===== src/rtl/pixel_issue_sequencer.sv =====
// Raster pixel issuer for the ray marcher: walks x/y in row-major order, keeps one
// request in flight, checks returned sof/eol markers and reports frame status.
module pixel_issue_sequencer #(
  parameter int unsigned H_RES          = 640,
  parameter int unsigned V_RES          = 480,
  parameter int unsigned TIMEOUT_CYCLES = 65535
) (
  input  logic        clk,
  input  logic        rst,
  input  logic        start,
  input  logic        continuous,
  input  logic        abort,
  output logic [31:0] screen_x,
  output logic [31:0] screen_y,
  output logic        valid_in,
  input  logic        ray_valid_out,
  input  logic        ray_sof,
  input  logic        ray_eol,
  output logic        busy,
  output logic        frame_done,
  output logic [18:0] pixel_count,
  output logic [15:0] frame_count,
  output logic        err_marker,
  output logic        err_timeout
);

  localparam int unsigned XW  = 10;
  localparam int unsigned YW  = 9;
  localparam int unsigned PCW = 19;
  localparam int unsigned FCW = 16;
  localparam int unsigned TW  = 32;
  localparam int unsigned CW  = 32;
  localparam int unsigned FRAC = 21;

  localparam logic [XW-1:0]  X_LAST = XW'(H_RES - 1);
  localparam logic [YW-1:0]  Y_LAST = YW'(V_RES - 1);
  localparam logic [PCW-1:0] PC_MAX = '1;
  localparam logic [TW-1:0]  TO_LAST = TW'(TIMEOUT_CYCLES - 1);

  typedef enum logic [1:0] {
    S_IDLE,
    S_ISSUE,
    S_WAIT,
    S_DONE
  } state_e;

  state_e         state_q, state_d;
  logic [XW-1:0]  x_q, x_d;
  logic [YW-1:0]  y_q, y_d;
  logic           exp_sof_q, exp_sof_d;
  logic           exp_eol_q, exp_eol_d;
  logic           abort_pend_q, abort_pend_d;
  logic [TW-1:0]  to_cnt_q, to_cnt_d;
  logic [CW-1:0]  sx_q, sx_d;
  logic [CW-1:0]  sy_q, sy_d;
  logic           valid_q, valid_d;
  logic           busy_q, busy_d;
  logic           done_q, done_d;
  logic [PCW-1:0] pc_q, pc_d;
  logic [FCW-1:0] fc_q, fc_d;
  logic           errm_q, errm_d;
  logic           errt_q, errt_d;
  logic           ret;
  logic           last_px;

  // State and registered outputs
  always_ff @(posedge clk or posedge rst) begin
    if (rst) begin
      state_q      <= S_IDLE;
      x_q          <= '0;
      y_q          <= '0;
      exp_sof_q    <= 1'b0;
      exp_eol_q    <= 1'b0;
      abort_pend_q <= 1'b0;
      to_cnt_q     <= '0;
      sx_q         <= '0;
      sy_q         <= '0;
      valid_q      <= 1'b0;
      busy_q       <= 1'b0;
      done_q       <= 1'b0;
      pc_q         <= '0;
      fc_q         <= '0;
      errm_q       <= 1'b0;
      errt_q       <= 1'b0;
    end else begin
      state_q      <= state_d;
      x_q          <= x_d;
      y_q          <= y_d;
      exp_sof_q    <= exp_sof_d;
      exp_eol_q    <= exp_eol_d;
      abort_pend_q <= abort_pend_d;
      to_cnt_q     <= to_cnt_d;
      sx_q         <= sx_d;
      sy_q         <= sy_d;
      valid_q      <= valid_d;
      busy_q       <= busy_d;
      done_q       <= done_d;
      pc_q         <= pc_d;
      fc_q         <= fc_d;
      errm_q       <= errm_d;
      errt_q       <= errt_d;
    end
  end

  // Next-state and output decode
  always_comb begin
    state_d      = state_q;
    x_d          = x_q;
    y_d          = y_q;
    exp_sof_d    = exp_sof_q;
    exp_eol_d    = exp_eol_q;
    abort_pend_d = abort_pend_q;
    to_cnt_d     = to_cnt_q;
    sx_d         = sx_q;
    sy_d         = sy_q;
    valid_d      = 1'b0;
    busy_d       = 1'b0;
    done_d       = 1'b0;
    pc_d         = pc_q;
    fc_d         = fc_q;
    errm_d       = errm_q;
    errt_d       = errt_q;
    ret          = 1'b0;
    last_px      = (x_q == X_LAST) && (y_q == Y_LAST);

    case (state_q)
      S_IDLE: begin
        // Returns arriving here belong to a cancelled request and are dropped silently
        if (start) begin
          x_d          = '0;
          y_d          = '0;
          pc_d         = '0;
          errm_d       = 1'b0;
          errt_d       = 1'b0;
          abort_pend_d = 1'b0;
          state_d      = S_ISSUE;
        end
      end
      S_ISSUE: begin
        exp_sof_d = (x_q == '0) && (y_q == '0);
        exp_eol_d = (x_q == X_LAST);
        to_cnt_d  = '0;
        state_d   = S_WAIT;
        if (abort) abort_pend_d = 1'b1;
        if (ray_valid_out) errm_d = 1'b1;
      end
      S_WAIT: begin
        if (abort) abort_pend_d = 1'b1;
        if (ray_valid_out) begin
          ret = 1'b1;
          if ((ray_sof != exp_sof_q) || (ray_eol != exp_eol_q)) errm_d = 1'b1;
          if (pc_q != PC_MAX) pc_d = pc_q + PCW'(1);
        end else if ((TIMEOUT_CYCLES != 0) && (to_cnt_q == TO_LAST)) begin
          ret    = 1'b1;
          errt_d = 1'b1;
        end else begin
          to_cnt_d = to_cnt_q + TW'(1);
        end
        if (ret) begin
          if (x_q == X_LAST) begin
            x_d = '0;
            y_d = y_q + YW'(1);
          end else begin
            x_d = x_q + XW'(1);
          end
          state_d = (last_px || abort_pend_q || abort) ? S_DONE : S_ISSUE;
        end
      end
      S_DONE: begin
        abort_pend_d = 1'b0;
        if (ray_valid_out) errm_d = 1'b1;
        if (!abort_pend_q) fc_d = fc_q + FCW'(1);
        if (continuous && !abort_pend_q) begin
          x_d     = '0;
          y_d     = '0;
          pc_d    = '0;
          state_d = S_ISSUE;
        end else begin
          state_d = S_IDLE;
        end
      end
      default: state_d = S_IDLE;
    endcase

    // Outputs are registered from the state being entered
    if (state_d == S_ISSUE) begin
      valid_d = 1'b1;
      sx_d    = CW'(x_d) << FRAC;
      sy_d    = CW'(y_d) << FRAC;
    end
    busy_d = (state_d != S_IDLE);
    done_d = (state_d == S_DONE);
  end

  assign screen_x    = sx_q;
  assign screen_y    = sy_q;
  assign valid_in    = valid_q;
  assign busy        = busy_q;
  assign frame_done  = done_q;
  assign pixel_count = pc_q;
  assign frame_count = fc_q;
  assign err_marker  = errm_q;
  assign err_timeout = errt_q;

endmodule

===== config.mk =====
export PLATFORM = sky130hd
export DESIGN_NAME = pixel_issue_sequencer
export DESIGN_NICKNAME = d
export VERILOG_FILES = /design/src/rtl/pixel_issue_sequencer.sv
export SDC_FILE = /design/constraint.sdc
export NUM_CORES = 1
export LEC_CHECK = 0
export BUFFER_PORTS_ARGS = -buffer_cell sky130_fd_sc_hd__buf_4
export CAP_MARGIN = 10
export CORE_MARGIN = 8
export CORE_UTILIZATION = 61
export CTS_CLUSTER_DIAMETER = 50
export DETAILED_ROUTE_END_ITERATION = 7
export PLACE_DENSITY = 0.86
export SYNTH_ARGS = -nofsm -noshare
export SYNTH_HDL_FRONTEND = slang
export SYNTH_SLANG_ARGS = --single-unit

===== constraint.sdc =====
create_clock -name clk -period 6.61 [get_ports clk]
set_input_delay 1.322 -clock clk [delete_from_list [all_inputs] [get_ports clk]]
set_output_delay 1.322 -clock clk [all_outputs]
set_load 0.1 [all_outputs]

==> run_results.csv, run 1 <==
group,metric,value,unit
yosys,synth_area_leaders,"dfrtp_1, buf_4, xnor2_1",
global_route,grt_pass1_wl,26.7,mm
yosys,synth.yosys.seq_area_share,44.5,%
yosys,ys.warnings.count,0,
place,hpwlAfterDp,10.5,mm
timing,hold_ws,0.492,ns
clocking,cts_setup_buffers,0,
yosys,synth_compound_area_share,12.2,%
place,port_buffers,66,
yosys,yosysTopAreaCell,"dfrtp_1",
yosys,synth_cell_types,61,
yosys,synth_edf_count,0,
worst_setup_path,crit_family,"compound AO/OA/AOI/OAI gates",
pwr,powerDensity,368,nW/µm²
global_route,antenna_found_initial,0,
final_layout,drive_gt1_share,19.7,%
yosys,netlist_top_cells_count,"dfrtp_1, nor2_1, nand3_1",
routing,vias_per_cell,6.01,
routing,drtIter0Drc,467,
clocking,htreeDepth,4,
worst_setup_path,path_cells,"inv_1 > ha_1 > inv_1 > nor2_1 > a211o_1 > mux2_4",
place,pre_cts_slack,2.72,ns
global_route,grt_max_degree,67,
status,run_status,"finished, final reports clean",
clocking,clock-sinks,115,
final_layout,fill_cells,716,
routing,routed_wl,16.0,mm
yosys,ys_ff_latch,115,
timing,postLayoutSetupSlackWorst,3.20,ns
run,drv_cap,0,
yosys,netlist_area,6460,µm²
floorplanning,io_pins,112,
pwr,ir_drop,0.443,mV
yosys,synth_adder_area_share,2.52,%
floorplanning,die_w,119,µm
global_route,grt_usage,22.9,%
timing,slew_headroom,23.2,%
timing,rsz0062_at_grt,"no",
floorplanning,dieArea,14100,µm²
clocking,cts_buffers,17,
timing,final-setup-viol-count,0,
worst_setup_path,start_kind,"register",
global_route,overflow,0,
routing,vias,5141,
timing,fin_crit,3.41,ns
routing,drt_first_pass_iters,5,
final_layout,stdcell_area,7520,µm²
timing,max_freq,293,MHz
global_route,grt_pass1_vias,5217,
timing,post-route-period-util,51.6,%
yosys,synth_mux_area_share,5.48,%
worst_setup_path,cp.required,7.03,ns
worst_setup_path,crit_buf_inv,2,
worst_setup_path,path_common_cell,"inv_1",
routing,ant_nets,0,
floorplanning,start_util,62.6,%
yosys,synth_top_family_by_area,"simple AND/OR/NAND/NOR gates",
worst_setup_path,arrival,3.83,ns
worst_setup_path,crit_type,"register to register",
yosys,syn_avg_cell_area,10.0,µm²
final_layout,ff_latch_area,2880,µm²
timing,finalMaxSlewViolations,0,
yosys,yosysMostFrequentCell,"dfrtp_1",
floorplanning,placementRows,37,
yosys,syn-instance-count,646,
place,place_congestion,0.870,
clocking,clkSlewWorstSetupHoldPaths,0.06,ns
worst_setup_path,critPathSlowestCell,"a211o_1",
yosys,synth-simple-area-share,18.9,%
pwr,leakage,0.00354,µW
clocking,cts_tree,"done",
worst_setup_path,crit_fanout,28,
yosys,synth_top_flop_cell,"dfrtp_1",
floorplanning,chipHeight,119,µm
final_layout,antenna_cells,0,
timing,tns,0,ns
worst_hold_path,hold_path_class,"register to register",
place,placed_area,6850,µm²
timing,worst_pin_slew,1.15,ns
clocking,ctsHoldBuffers,0,
timing,skew,0.00686,ns
yosys,synth_xor_area_share,7.59,%
floorplanning,fp.coreArea,10300,µm²
final_layout,area_growth,16.3,%
final_layout,multi_input_area,3190,µm²
worst_setup_path,max_stage_delay,0.92,ns
clocking,ctsResizeCount,0,
yosys,synth_top_area_share,44.5,%
pwr,p_total,2770,µW
clocking,clk_latency,0.53,ns
routing,drc,0,
clocking,clock_path_buffers,2,
routing,post_drt_wl_per_cell,18.7,µm
yosys,async_reset_ff_share,100,%
clocking,cts_root_buf,"clkbuf_8",
worst_setup_path,end_kind,"register",
timing,hold_violations,0,
final_layout,fin_nets,728,
## logic make-up after synthesis
| group | after synthesis |
|---|---|
| and+or+nand+nor | 240 |
| DFF | 115 |
| AOI/OAI and AO/OA | 99 |
| buffers and inverters | 97 |
| xor gates and xnor gates | 56 |
| muxes | 25 |
| adders and majority gates | 13 |
| other | 1 |
## sequential cells by signal, indices dropped and copies added, names as in the netlist, 2 cells and up
register,cells
to_cnt_q,32
pixel_count,19
frame_count,16
screen_x,10
x_q,10
screen_y,9
y_q,9
state_q,2
## worst register-to-register path: stages, from the launching register on
cell and delay, ns:
dfrtp_1 0.42, inv_1 0.15, ha_1 0.87, inv_1 0.32
nor2_1 0.23, a211o_1 0.92, mux2_4 0.39
## per-layer routing
layer / up-vias / global-route usage (%) / routed length, µm
met5: - / 0 / 0
met2: 207 / 39.2 / 8190
met4: 0 / 7.91 / 295
met1: 2546 / 27.1 / 6490
met3: 30 / 6.66 / 1060
li1: 2358 / - / -
## layout by cell type (no fill, tap or decap), types with 4 or more instances in the layout
cell and n:
nor2_1 64, a211oi_1 7, a211o_1 4, clkbuf_8 6, o311ai_0 4, nor4_1 11
nor3_1 11, and4_1 6, nand3_1 47, a2111oi_2 4, xnor2_1 38, nor4b_1 4
a31o_2 4, clkbuf_16 16, o31ai_1 4, ha_1 13, buf_4 71, and3_1 14
o21ai_0 10, or3_1 4, mux2_4 20, a41o_1 4, and2_1 5, xor2_1 18
a21oi_1 15, conb_1 45, nand2_1 40, dfrtp_1 115, bufinv_16 5, inv_1 23
a2111oi_0 7, nand4_1 17, o211ai_1 6, o2111ai_1 7
## area by class of cell
cell class                 count  share of cell area [%]
timing repair buffer          71                    7.09
tap                          136                    2.26
sequential                   115                    38.3
inverter                      24                    1.23
clock buffer                  23                    6.47
clock inverter                 9                    2.30
multi-input combinational    478                    42.4
## power by group
part           internal [µW]  switching (µW)  total [µW]  leakage [µW]
Sequential               754            50.6         804       0.00159
Clock                    699             321        1020      0.000324
Combinational            215             731         946       0.00163
## metrics by stage
stage / util, % / instances
floorplan: - / 690
global placement: 66.4 / 823
detailed placement: 66.4 / 823
CTS: 72.8 / 855
global route: 72.9 / 856
finish: 72.9 / 856
## worst paths after layout
path	startpoint	to	slack, ns	cells after the start
worst min register to register	frame_count[15]	frame_count[15]	0.49	1
worst min-delay path	frame_count[15]	frame_count[15]	0.49	1
worst max register to register	state_q[0]	screen_x[24]	3.20	6
min in group asynchronous	rst	frame_count[6]	0.87	2
max in group asynchronous	rst	pixel_count[10]	4.48	3
worst max-delay path	state_q[0]	screen_x[24]	3.20	6
Note: power is estimated with default switching activity, not from simulation.
==> run 2: changes to the inputs <==
Settings changed: CORE_UTILIZATION 61 to 51, PLACE_DENSITY 0.86 to 0.77.
Clock period 6.61 ns to 2.8 ns, I/O delays scaled along.
==> run_results.csv, run 2 (synthesized netlist as in run 1, its figures left out) <==
group,metric,value,unit
routing,drtIter0Drc,587,
final_layout,largest-register,"to_cnt_q",
routing,vias_per_cell,5.59,
pwr,ir_drop,0.874,mV
global_route,grt_usage,18.9,%
floorplanning,fp.coreArea,12500,µm²
worst_setup_path,start_kind,"register",
clocking,clock-sinks,115,
timing,max_freq,362,MHz
routing,drc,0,
worst_setup_path,cp.required,3.11,ns
clocking,cts_root_buf,"clkbuf_16",
floorplanning,chipHeight,129,µm
floorplanning,start_util,51.6,%
timing,hold_violations,0,
final_layout,post-route-util,60.6,%
global_route,grt_use_met3,7.36,%
place,place_congestion,0.893,
clocking,clkSlewWorstSetupHoldPaths,0.05,ns
global_route,overflow,0,
clocking,cts_tree,"done",
worst_setup_path,arrival,3.07,ns
global_route,busiest_layer,"met2",
timing,post-route-period-util,98.7,%
final_layout,ff_latch_area,2880,µm²
global_route,grt_pass1_wl,24.8,mm
worst_hold_path,hold_path_class,"primary input to asynchronous set/reset pin",
worst_setup_path,end_kind,"register",
global_route,grt_max_degree,116,
clocking,htreeDepth,4,
pwr,leakage,0.00357,µW
final_layout,fill_cells,1049,
clocking,ctsHoldBuffers,0,
timing,finalMaxSlewViolations,0,
timing,final-setup-viol-count,0,
timing,skew,0.0107,ns
floorplanning,die_w,129,µm
routing,post_drt_wl_per_cell,16.5,µm
place,hpwlAfterDp,10.3,mm
global_route,grt_pass1_vias,5015,
run,drv_cap,0,
timing,fin_crit,2.76,ns
timing,worst_pin_slew,0.653,ns
final_layout,drive_gt1_share,21.1,%
routing,drt_first_pass_iters,5,
clocking,clock_path_buffers,2,
worst_setup_path,crit_fanout,20,
floorplanning,io_pins,112,
final_layout,final_common_cell,"dfrtp_1",
routing,vias,5069,
final_layout,fin_nets,743,
global_route,antenna_found_initial,0,
final_layout,largest_reg_flops,32,
pwr,powerDensity,814,nW/µm²
global_route,use_met1,23.6,%
clocking,cts_buffers,17,
final_layout,antenna_cells,0,
timing,slew_headroom,55.3,%
floorplanning,dieArea,16500,µm²
final_layout,area_growth,17.4,%
final_layout,layout_common_cells,"dfrtp_1, buf_4, nor2_1",
routing,routed_wl,15.0,mm
floorplanning,placementRows,41,
worst_setup_path,crit_type,"register to register",
routing,ant_nets,0,
place,port_buffers,66,
clocking,clk_latency,0.43,ns
pwr,p_total,6180,µW
status,run_status,"finished, final reports clean",
final_layout,multi_input_area,3200,µm²
global_route,grt_use_met2,29.1,%
[run 2: per-stage QoR]
| stage | TNS, ns | std cells | cell area, µm² | setup WS [ns] | hold WS [ns] |
|---|---|---|---|---|---|
| global placement | 0 | 875 | 7050 | 0.169 | 0.462 |
| finish | 0 | 906 | 7590 | 0.0365 | 0.302 |
| floorplan | 0 | 690 | 6630 | 0.0838 | 0.468 |
| CTS | 0 | 906 | 7580 | 0.0265 | 0.344 |
| detailed placement | 0 | 875 | 7050 | 0.0131 | 0.464 |
| global route | -0.918 | 906 | 7590 | -0.0602 | 0.362 |
[run 2: critical path: stages, from the launching register on]
cell	delay, ns
dfrtp_1	0.42
inv_1	0.13
ha_1	0.18
nor4b_2	0.26
and4_4	0.32
a31o_2	0.20
mux2_4	0.31
a211o_1	0.33
buf_12	0.18
mux2_4	0.31
[run 2: path summary, 6_finish.rpt]
kind | start | slack [ns] | end | cells past startpoint
worst min register to register | frame_count[15] | 0.46 | frame_count[15] | 1
worst max register to register | to_cnt_q[0] | 0.04 | screen_x[29] | 9
max in group asynchronous | rst | 2.04 | screen_y[26] | 3
worst min-delay path | rst | 0.30 | pixel_count[18] | 3
min in group clk | abort | 0.42 | abort_pend_q | 3
worst max-delay path | to_cnt_q[0] | 0.04 | screen_x[29] | 9
[run 2: repair_timing]
action | in CTS | in global routing
gates resized for setup | 1 | 3
gates cloned | 0 | 0
setup endpoints to repair | 19 | 20
pin swaps | 0 | 1
hold endpoints to repair | 0 | 0
buffers inserted | 0 | 0
[run 2: cell type report]
class,instances,area share [%]
well taps,172,2.84
clock buffers,26,6.71
multi-input cells,478,42.1
clock inverters,5,0.330
repair buffers,86,8.84
inverters,24,1.24
flip-flops and latches,115,37.9
[run 2: per-layer routing]
layer | part of all wire [%] | routed length [µm]
met2 | 48 | 7120
met4 | 1.5 | 223
met5 | 0 | 0
met3 | 7.4 | 1100
met1 | 44 | 6540
[run 2: report_power, final]
part | internal [µW] | switching, µW
combinational | 605 | 1730
clock | 1230 | 722
sequential | 1780 | 116
